`src/rtl/reg_file_arbiter.sv`:
```
// reg_file_arbiter: shares a 32x32 synchronous register file between the core
// pipeline and the debug transport.
//   - Core side: two read ports + one write port, core_stall back-pressure,
//     read data returned one cycle later with same-cycle write forwarding.
//   - Debug side: req/ack handshake, single read or write per request.
//   - Starvation counter: after MAX_WAIT blocked cycles the core is stalled so
//     a pending debug request always completes.
//   - rf_*: drives the register file ports (rf_r*_data arrive one cycle late).
module reg_file_arbiter #(
  parameter int unsigned DATA_WIDTH = 32,
  parameter int unsigned ADDR_WIDTH = 5,
  parameter int unsigned MAX_WAIT   = 8
) (
  input  logic                  clk,
  input  logic                  rst,
  input  logic                  core_rd_en,
  input  logic [ADDR_WIDTH-1:0] core_r0_addr,
  input  logic [ADDR_WIDTH-1:0] core_r1_addr,
  input  logic                  core_wr_en,
  input  logic [ADDR_WIDTH-1:0] core_w_addr,
  input  logic [DATA_WIDTH-1:0] core_w_data,
  output logic                  core_stall,
  output logic                  core_rd_valid,
  output logic [DATA_WIDTH-1:0] core_r0_data,
  output logic [DATA_WIDTH-1:0] core_r1_data,
  input  logic                  dbg_req,
  input  logic                  dbg_we,
  input  logic [ADDR_WIDTH-1:0] dbg_addr,
  input  logic [DATA_WIDTH-1:0] dbg_wdata,
  output logic                  dbg_ack,
  output logic [DATA_WIDTH-1:0] dbg_rdata,
  output logic                  rf_wr_en,
  output logic [ADDR_WIDTH-1:0] rf_w_addr,
  output logic [DATA_WIDTH-1:0] rf_w_data,
  output logic [ADDR_WIDTH-1:0] rf_r0_addr,
  output logic [ADDR_WIDTH-1:0] rf_r1_addr,
  input  logic [DATA_WIDTH-1:0] rf_r0_data,
  input  logic [DATA_WIDTH-1:0] rf_r1_data
);

  localparam int unsigned CNT_WIDTH = 8;

  typedef enum logic [2:0] {
    IDLE,
    DBG_WR,
    DBG_RD,
    DBG_RD_WAIT,
    DBG_ACK
  } state_t;

  state_t                state, state_nxt;
  logic [CNT_WIDTH-1:0]  wait_cnt, wait_cnt_nxt;
  logic                  core_active;
  logic                  starved;
  logic                  core_grant;

  // Previous-cycle port activity, used to patch the collision case.
  logic                  prev_wr_en;
  logic [ADDR_WIDTH-1:0] prev_w_addr;
  logic [DATA_WIDTH-1:0] prev_w_data;
  logic [ADDR_WIDTH-1:0] prev_r0_addr;
  logic [ADDR_WIDTH-1:0] prev_r1_addr;
  logic [DATA_WIDTH-1:0] fwd_r0;
  logic [DATA_WIDTH-1:0] fwd_r1;

  assign core_active = core_rd_en | core_wr_en;
  assign starved     = (wait_cnt == CNT_WIDTH'(MAX_WAIT));

  // State and starvation counter registers.
  always_ff @(posedge clk or posedge rst) begin
    if (rst) begin
      state    <= IDLE;
      wait_cnt <= '0;
    end else begin
      state    <= state_nxt;
      wait_cnt <= wait_cnt_nxt;
    end
  end

  // Next-state, grant and handshake decode.
  always_comb begin
    state_nxt    = state;
    wait_cnt_nxt = wait_cnt;
    core_stall   = 1'b0;
    core_grant   = 1'b0;
    dbg_ack      = 1'b0;
    case (state)
      IDLE: begin
        if (starved) core_stall = 1'b1;
        else         core_grant = 1'b1;
        if (!dbg_req) begin
          wait_cnt_nxt = '0;
        end else if (!core_active || starved) begin
          // Grant without counting, so a starved grant never double-increments.
          state_nxt = dbg_we ? DBG_WR : DBG_RD;
        end else begin
          wait_cnt_nxt = wait_cnt + CNT_WIDTH'(1);
        end
      end
      DBG_WR: begin
        core_stall = 1'b1;
        state_nxt  = DBG_ACK;
      end
      DBG_RD: begin
        core_stall = 1'b1;
        state_nxt  = DBG_RD_WAIT;
      end
      DBG_RD_WAIT: begin
        core_stall = 1'b1;
        state_nxt  = DBG_ACK;
      end
      DBG_ACK: begin
        dbg_ack      = 1'b1;
        core_grant   = 1'b1;
        wait_cnt_nxt = '0;
        state_nxt    = IDLE;
      end
      default: state_nxt = IDLE;
    endcase
  end

  // Register file port muxing; the core write is dropped unless granted.
  always_comb begin
    rf_wr_en   = core_grant & core_wr_en;
    rf_w_addr  = core_w_addr;
    rf_w_data  = core_w_data;
    rf_r0_addr = core_r0_addr;
    rf_r1_addr = core_r1_addr;
    if (state == DBG_WR) begin
      rf_wr_en  = 1'b1;
      rf_w_addr = dbg_addr;
      rf_w_data = dbg_wdata;
    end
    if (state == DBG_RD) rf_r0_addr = dbg_addr;
  end

  // Return-cycle data: x0 reads as zero, a same-cycle write wins over the array.
  always_comb begin
    fwd_r0 = rf_r0_data;
    fwd_r1 = rf_r1_data;
    if (prev_r0_addr == '0)
      fwd_r0 = '0;
    else if (prev_wr_en && (prev_w_addr == prev_r0_addr))
      fwd_r0 = prev_w_data;
    if (prev_r1_addr == '0)
      fwd_r1 = '0;
    else if (prev_wr_en && (prev_w_addr == prev_r1_addr))
      fwd_r1 = prev_w_data;
  end

  assign core_r0_data = fwd_r0;
  assign core_r1_data = fwd_r1;

  // Forwarding history, core read valid and debug read capture.
  always_ff @(posedge clk or posedge rst) begin
    if (rst) begin
      prev_wr_en    <= 1'b0;
      prev_w_addr   <= '0;
      prev_w_data   <= '0;
      prev_r0_addr  <= '0;
      prev_r1_addr  <= '0;
      core_rd_valid <= 1'b0;
      dbg_rdata     <= '0;
    end else begin
      prev_wr_en    <= rf_wr_en;
      prev_w_addr   <= rf_w_addr;
      prev_w_data   <= rf_w_data;
      prev_r0_addr  <= rf_r0_addr;
      prev_r1_addr  <= rf_r1_addr;
      core_rd_valid <= core_grant & core_rd_en;
      if (state == DBG_RD_WAIT) dbg_rdata <= fwd_r0;
    end
  end

endmodule

```
`config.mk`:
```
export PLATFORM = sky130hd
export DESIGN_NAME = reg_file_arbiter
export DESIGN_NICKNAME = d
export VERILOG_FILES = /design/src/rtl/reg_file_arbiter.sv
export SDC_FILE = /design/constraint.sdc
export NUM_CORES = 1
export LEC_CHECK = 0
export ABC_AREA = 1
export CAP_MARGIN = 0
export CORE_AREA = 2 2 115 117
export DETAILED_ROUTE_END_ITERATION = 10
export DIE_AREA = 0 0 117 119
export GPL_TIMING_DRIVEN = 0
export PLACE_DENSITY = 0.95
export SLEW_MARGIN = 20
export SYNTH_ARGS = -nofsm -noshare
export SYNTH_HDL_FRONTEND = slang
export SYNTH_SLANG_ARGS = --single-unit
```
`constraint.sdc`:
```
create_clock -name clk -period 7.13 [get_ports clk]
set_input_delay 0.713 -clock clk [delete_from_list [all_inputs] [get_ports clk]]
set_output_delay 0.713 -clock clk [all_outputs]
set_load 0.03 [all_outputs]
```
==> results of run 1 <==
per-stage QoR:
stage / setup slack [ps] / cells / total power [mW] / cell area [um^2] / utilization, %
floorplan: 4030 / 725 / 1.73 / 5270 / -
global placement: 2640 / 1201 / 2.39 / 8490 / 65.9
detailed placement: 4010 / 1202 / 2.44 / 8520 / 66.2
CTS: 3670 / 1218 / 2.96 / 8840 / 68.6
global route: 3440 / 1218 / 3.11 / 8840 / 68.6
finish: 3600 / 1218 / 2.96 / 8840 / 68.6
cell families (layout without fill, tap and decap cells):
logic type	count (synthesis)	after routing	synth area share (%)
compound gates	57	57	5.58
simple gates	433	433	34.2
buf+inv	109	426	9.15
mux	32	32	6.84
flops	92	92	43.7
fa+ha+maj	2	2	0.475
area by class of cell:
type	count	area [um^2]	area share [%]
Buffer	39	219	2.48
Clock buffer	9	225	2.55
Clock inverter	7	91.3	1.03
Inverter	70	265	3.00
Multi-Input combinational cell	524	2480	28.1
Sequential cell	92	2300	26.1
Tap cell	176	220	2.49
Timing Repair Buffer	301	3030	34.3
layout by cell type, fill, tap and decap left out, types with 2 or more instances in the layout:
cell type and count:
clkdlybuf4s50_1 300, nand2_1 253, dfrtp_1 92, nor2_1 83, nand3_1 78, inv_1 63, a21oi_1 36, mux2_2 32
o21ai_0 17, buf_2 13, clkbuf_1 12, buf_4 9, clkbuf_16 9, inv_2 5, nor3_1 5, nand3_2 3
buf_6 3, clkinv_2 3, nor2_4 2, buf_1 2, nand4_1 2, o22ai_1 2, nor3b_1 2, ha_1 2
bufinv_16 2
routing by layer:
metal | track usage (%) | wire, um
met1 | 34.8 | 7810
met2 | 48.2 | 9690
met3 | 5.39 | 1620
met4 | 14.4 | 951
met5 | 0 | 0
power groups by stage:
stage	sequential (mW)	combinational (mW)	clock, mW
floorplan	0.997	0.732	0
global placement	0.823	1.57	0
detailed placement	0.831	1.61	0
CTS	0.825	1.61	0.517
global route	0.849	1.72	0.538
finish	0.829	1.62	0.511
final timing paths:
| path | from | endpoint | slack [ps] | cells after the start |
|---|---|---|---|---|
| setup / recovery | prev_r0_addr[0] | core_r0_data[1] | 3600 | 6 |
| hold / removal | dbg_rdata[23] | dbg_rdata[23] | 480 | 2 |
| setup reg to reg | state[2] | dbg_rdata[24] | 5320 | 5 |
| hold reg to reg | dbg_rdata[23] | dbg_rdata[23] | 480 | 2 |
| max in group asynchronous | rst | dbg_rdata[22] | 5700 | 3 |
| min in group asynchronous | rst | prev_r0_addr[4] | 790 | 2 |
tightest hold or removal path, cell delays in order, from the launching register on:
cell	delay, ps
dfrtp_1	350
nand2_1	50
nand2_1	50
state kept, by name, summed over array words and instances, names as in the netlist:
| register | count |
|---|---|
| prev_w_addr | 5 |
| prev_r0_addr | 5 |
| prev_w_data | 32 |
| dbg_rdata | 32 |
| prev_r1_addr | 5 |
| wait_cnt | 8 |
| core_rd_valid | 1 |
| state | 3 |
| prev_wr_en | 1 |
==> results.cfg, run 1 <==
[synthesis]
synth_seq_cells = 92
synth-seq-area-share_pct = 43.7
ys_top_cells_by_area = dfrtp_1 (44%), nand2_1 (18%), nand3_1 (7.4%)
synth_most_common_cell = nand2_1
syn_area_mm2 = 0.00527
synth_edf_count = 0
synth-main-ff-cell = dfrtp_1
netlist.top_cell.by_area = dfrtp_1
syn_area_per_cell_um2 = 7.26
synth.distinct_cells = 29
yosysWarnings = 0
syn_inst = 725
netlist_top_cells_count = nand2_1 (253), dfrtp_1 (92), nor2_1 (83), nand3_1 (78), inv_1 (64)
syn_nets = 881
synth_top_cell_area_share_pct = 43.7
async_flop_share_pct = 100

[floorplanning]
die_x_um = 117
die_y_um = 119
die_area_mm2 = 0.0139
io_pins = 301
row_count = 42
initial_utilization_pct = 40.9
core_area_mm2 = 0.0129

[clocking]
cts_inserted_buffers = 9
path_clk_slew_ps = 70
cts_setup_buffers = 0
cts_tree = built
clk_latency_ps = 340
cts.sinks = 92
cts_resized = 0
ctsHtreeMaxLevel = 3
holdBufCountCts = 0
root_buffer = clkbuf_16
cts_buffer_depth = 2

[timing]
setup_tns_ps = 0
finalClockSkew_ps = 8.17
worst_pin_slew_ps = 596
hold_violations = 0
finalCritPeriodShare_pct = 49.6
slew_headroom_pct = 60.3
rsz0062_at_grt = false
min_period_ps = 3530
hold_slack_ps = 482
setup_viol = 0
final_max_slew_viol_count = 0
fmax_ghz = 0.283

[cells_and_area]
diodes = 0
nets = 1193
drive_gt1_share_pct = 8.64
syn_to_final_growth_pct = 67.8
nFillCells = 973

[critical_path]
arrival_ps = 2820
crit_type = flop to output port
path_cells = nor3_1 -> nand3_1 -> inv_1 -> buf_1 -> a21oi_1 -> clkdlybuf4s50_1
slowest_delay_ps = 640
cp-start-kind = flop
cpMaxStageDelayCell = clkdlybuf4s50_1
path_buf_inv = 3
cp_max_fo = 10
crit_required_ps = 6420
cpLargestDelayFamily = buffers and inverters
worstSetupEndpointType = output port

[grt]
grt.overflow.total = 0
grt_max_degree = 48
grt_usage_pct = 28.7
antenna_found_initial = 0
grt_pass1_vias = 5926
grt_first_pass_wirelength_um = 30400

[route]
wl_per_cell_um = 16.5
drc_errors = 0
firstDrtPassIters = 8
via_count = 6196
ant_nets = 0
post_drt_via_cell_ratio = 5.09
drt-total-wl_um = 20100
drtIter0Drc = 441

[power]
peakVddDrop_v = 0.000211
p_per_area_mw_per_mm2 = 335
seqPwrFrac_pct = 28.0
swShare_pct = 44.4
power.leakage_nw = 4.34
switchingPower_mw = 1.31
clockPowerShare_pct = 17.3
p_int_mw = 1.64
combPwrFrac_pct = 54.7

[placed_design]
routabilityCongestion = 0.972
hpwl_um = 15500
io_buffers = 300

[min_path]
hold_path.class = flop to flop

[outcome]
status = complete, no violations

[run]
maxCapViolations = 0
(Power assumes the default switching activity.)
==> inputs of run 2 (changes only) <==
--- a/config.mk
+++ b/config.mk
@@ -7,11 +7,10 @@
 export LEC_CHECK = 0
 export ABC_AREA = 1
 export CAP_MARGIN = 0
-export CORE_AREA = 2 2 115 117
+export CORE_UTILIZATION = 39
 export DETAILED_ROUTE_END_ITERATION = 10
-export DIE_AREA = 0 0 117 119
 export GPL_TIMING_DRIVEN = 0
-export PLACE_DENSITY = 0.95
+export PLACE_DENSITY = 0.93
 export SLEW_MARGIN = 20
 export SYNTH_ARGS = -nofsm -noshare
 export SYNTH_HDL_FRONTEND = slang
==> constraint.sdc (replaced) <==
create_clock -name clk -period 3.5 [get_ports clk]
set_input_delay 0.35 -clock clk [delete_from_list [all_inputs] [get_ports clk]]
set_output_delay 0.35 -clock clk [all_outputs]
set_load 0.03 [all_outputs]
==> results.cfg, run 2 (same netlist as run 1, synthesis figures left out) <==
[power]
combPwrFrac_pct = 55.4
p_per_area_mw_per_mm2 = 670
finalPower_mw = 5.91
swShare_pct = 45.0
p_int_mw = 3.25
seqPwrFrac_pct = 28.7
switchingPower_mw = 2.66
clockPowerShare_pct = 16.0
power.leakage_nw = 4.32
peakVddDrop_v = 0.000463

[critical_path]
timing.rr.start = state[2]
reg2reg_slack_ps = 1670
crit_required_ps = 3150
path_depth = 6
slowest_delay_ps = 630
cp-start-kind = flop
cpLargestDelayFamily = buffers and inverters
worstSetupEndpointType = output port
timing.rr.end = dbg_rdata[30]
path_buf_inv = 3
crit_type = flop to output port
arrival_ps = 2770
cpMaxStageDelayCell = clkdlybuf4s50_1
reg2regPathDepth = 5
cp_max_fo = 10
path_cells = nor3_1 -> nand3_1 -> inv_1 -> buf_1 -> a21oi_1 -> clkdlybuf4s50_1

[route]
drc_errors = 0
via_count = 6163
post_drt_via_cell_ratio = 5.06
ant_nets = 0
drtIter0Drc = 457
firstDrtPassIters = 5
wl_per_cell_um = 16.3
drt-total-wl_um = 19800

[cells_and_area]
syn_to_final_growth_pct = 67.3
final_common_cell = clkdlybuf4s50_1
nets = 1193
drive_gt1_share_pct = 8.54
layout_common_cells = clkdlybuf4s50_1 (300), nand2_1 (253), dfrtp_1 (92)
nFillCells = 1071
diodes = 0
reg_top3 = dbg_rdata (32), prev_w_data (32), wait_cnt (8)

[grt]
grt_first_pass_wirelength_um = 30900
grt_usage_pct = 28.4
antenna_found_initial = 0
grt_pass1_vias = 6118
grt.overflow.total = 0
grt_max_degree = 49

[min_path]
hold_path.class = primary input to asynchronous set/reset pin

[clocking]
cts.sinks = 92
cts_inserted_buffers = 9
holdBufCountCts = 0
root_buffer = clkbuf_16
cts_resized = 0
ctsHtreeMaxLevel = 3
cts_setup_buffers = 0
cts_tree = built
clk_latency_ps = 340
path_clk_slew_ps = 70
cts_buffer_depth = 2

[floorplanning]
die_y_um = 118
die_area_mm2 = 0.0140
die_x_um = 118
io_pins = 301
initial_utilization_pct = 39.9
core_area_mm2 = 0.0132
row_count = 42

[placed_design]
routabilityCongestion = 0.955
hpwl_um = 15400
io_buffers = 300

[outcome]
status = complete, no violations

[timing]
setup_tns_ps = 0
setup_viol = 0
final_max_slew_viol_count = 0
worst_pin_slew_ps = 540
rsz0062_at_grt = false
finalCritPeriodShare_pct = 89.0
slew_headroom_pct = 63.8
min_period_ps = 3120
hold_violations = 0
finalClockSkew_ps = 9.23
fmax_ghz = 0.321

[run]
maxCapViolations = 0
run 2: cell types whose count changed in the layout (fill, tap and decap cells not counted):
| cell | delta |
|---|---|
| clkinvlp_4 | -1 |
| clkbuf_1 | +1 |
| inv_4 | -1 |
| clkinv_2 | -2 |
| inv_6 | +2 |
| clkbuf_8 | +2 |
| clkinv_4 | +1 |
| bufinv_16 | -2 |
run 2: power groups by stage:
stage                     sequential, mW  clock, mW  combinational, mW
final                               1.69      0.943               3.27
after detailed placement            1.69          0               3.26
after floorplan                     2.03          0               1.49
after global placement              1.68          0               3.20
after CTS                           1.68      0.964               3.28
after global routing                1.73       1.00               3.47
run 2: through the flow:
step | setup slack [ps] | hold WS [ps] | cell area (um^2) | cells | utilization (%)
global route | 266 | 441 | 8810 | 1218 | 66.8
global placement | -678 | 462 | 8490 | 1201 | 64.4
floorplan | 758 | 381 | 5270 | 725 | -
detailed placement | 780 | 465 | 8520 | 1202 | 64.6
CTS | 391 | 422 | 8810 | 1218 | 66.8
finish | 385 | 413 | 8810 | 1218 | 66.8
run 2: routing by layer:
metal  routed length, um  vias up  part of all wire (%)  global-route usage [%]
met5                   0        -                     0                       0
met1                7800     2888                    39                    33.7
met4                 505        0                   2.5                    10.0
li1                    -     2903                     -                       -
met3                1520       39                   7.7                    7.19
met2               10000      333                    50                    49.6
run 2: worst max path at each step:
stage                          from                to  slack, ps
floorplan                       rst     core_rd_valid        760
global placement                rst     dbg_rdata[30]       -680
detailed placement  prev_r0_addr[0]  core_r0_data[13]        780
CTS                 prev_r0_addr[0]  core_r0_data[13]        390
global route        prev_r0_addr[0]  core_r0_data[13]        270
finish              prev_r0_addr[0]  core_r0_data[11]        380
run 2: layout make-up:
class                   instances  area, um^2  share of cell area (%)
inverters                      70         268                    3.04
multi-input cells             524        2480                    28.2
repair buffers                301        3030                    34.4
clock buffers                  12         256                    2.91
clock inverters                 4        31.3                   0.355
flip-flops and latches         92        2300                    26.1
well taps                     176         220                    2.50
plain buffers                  39         219                    2.49
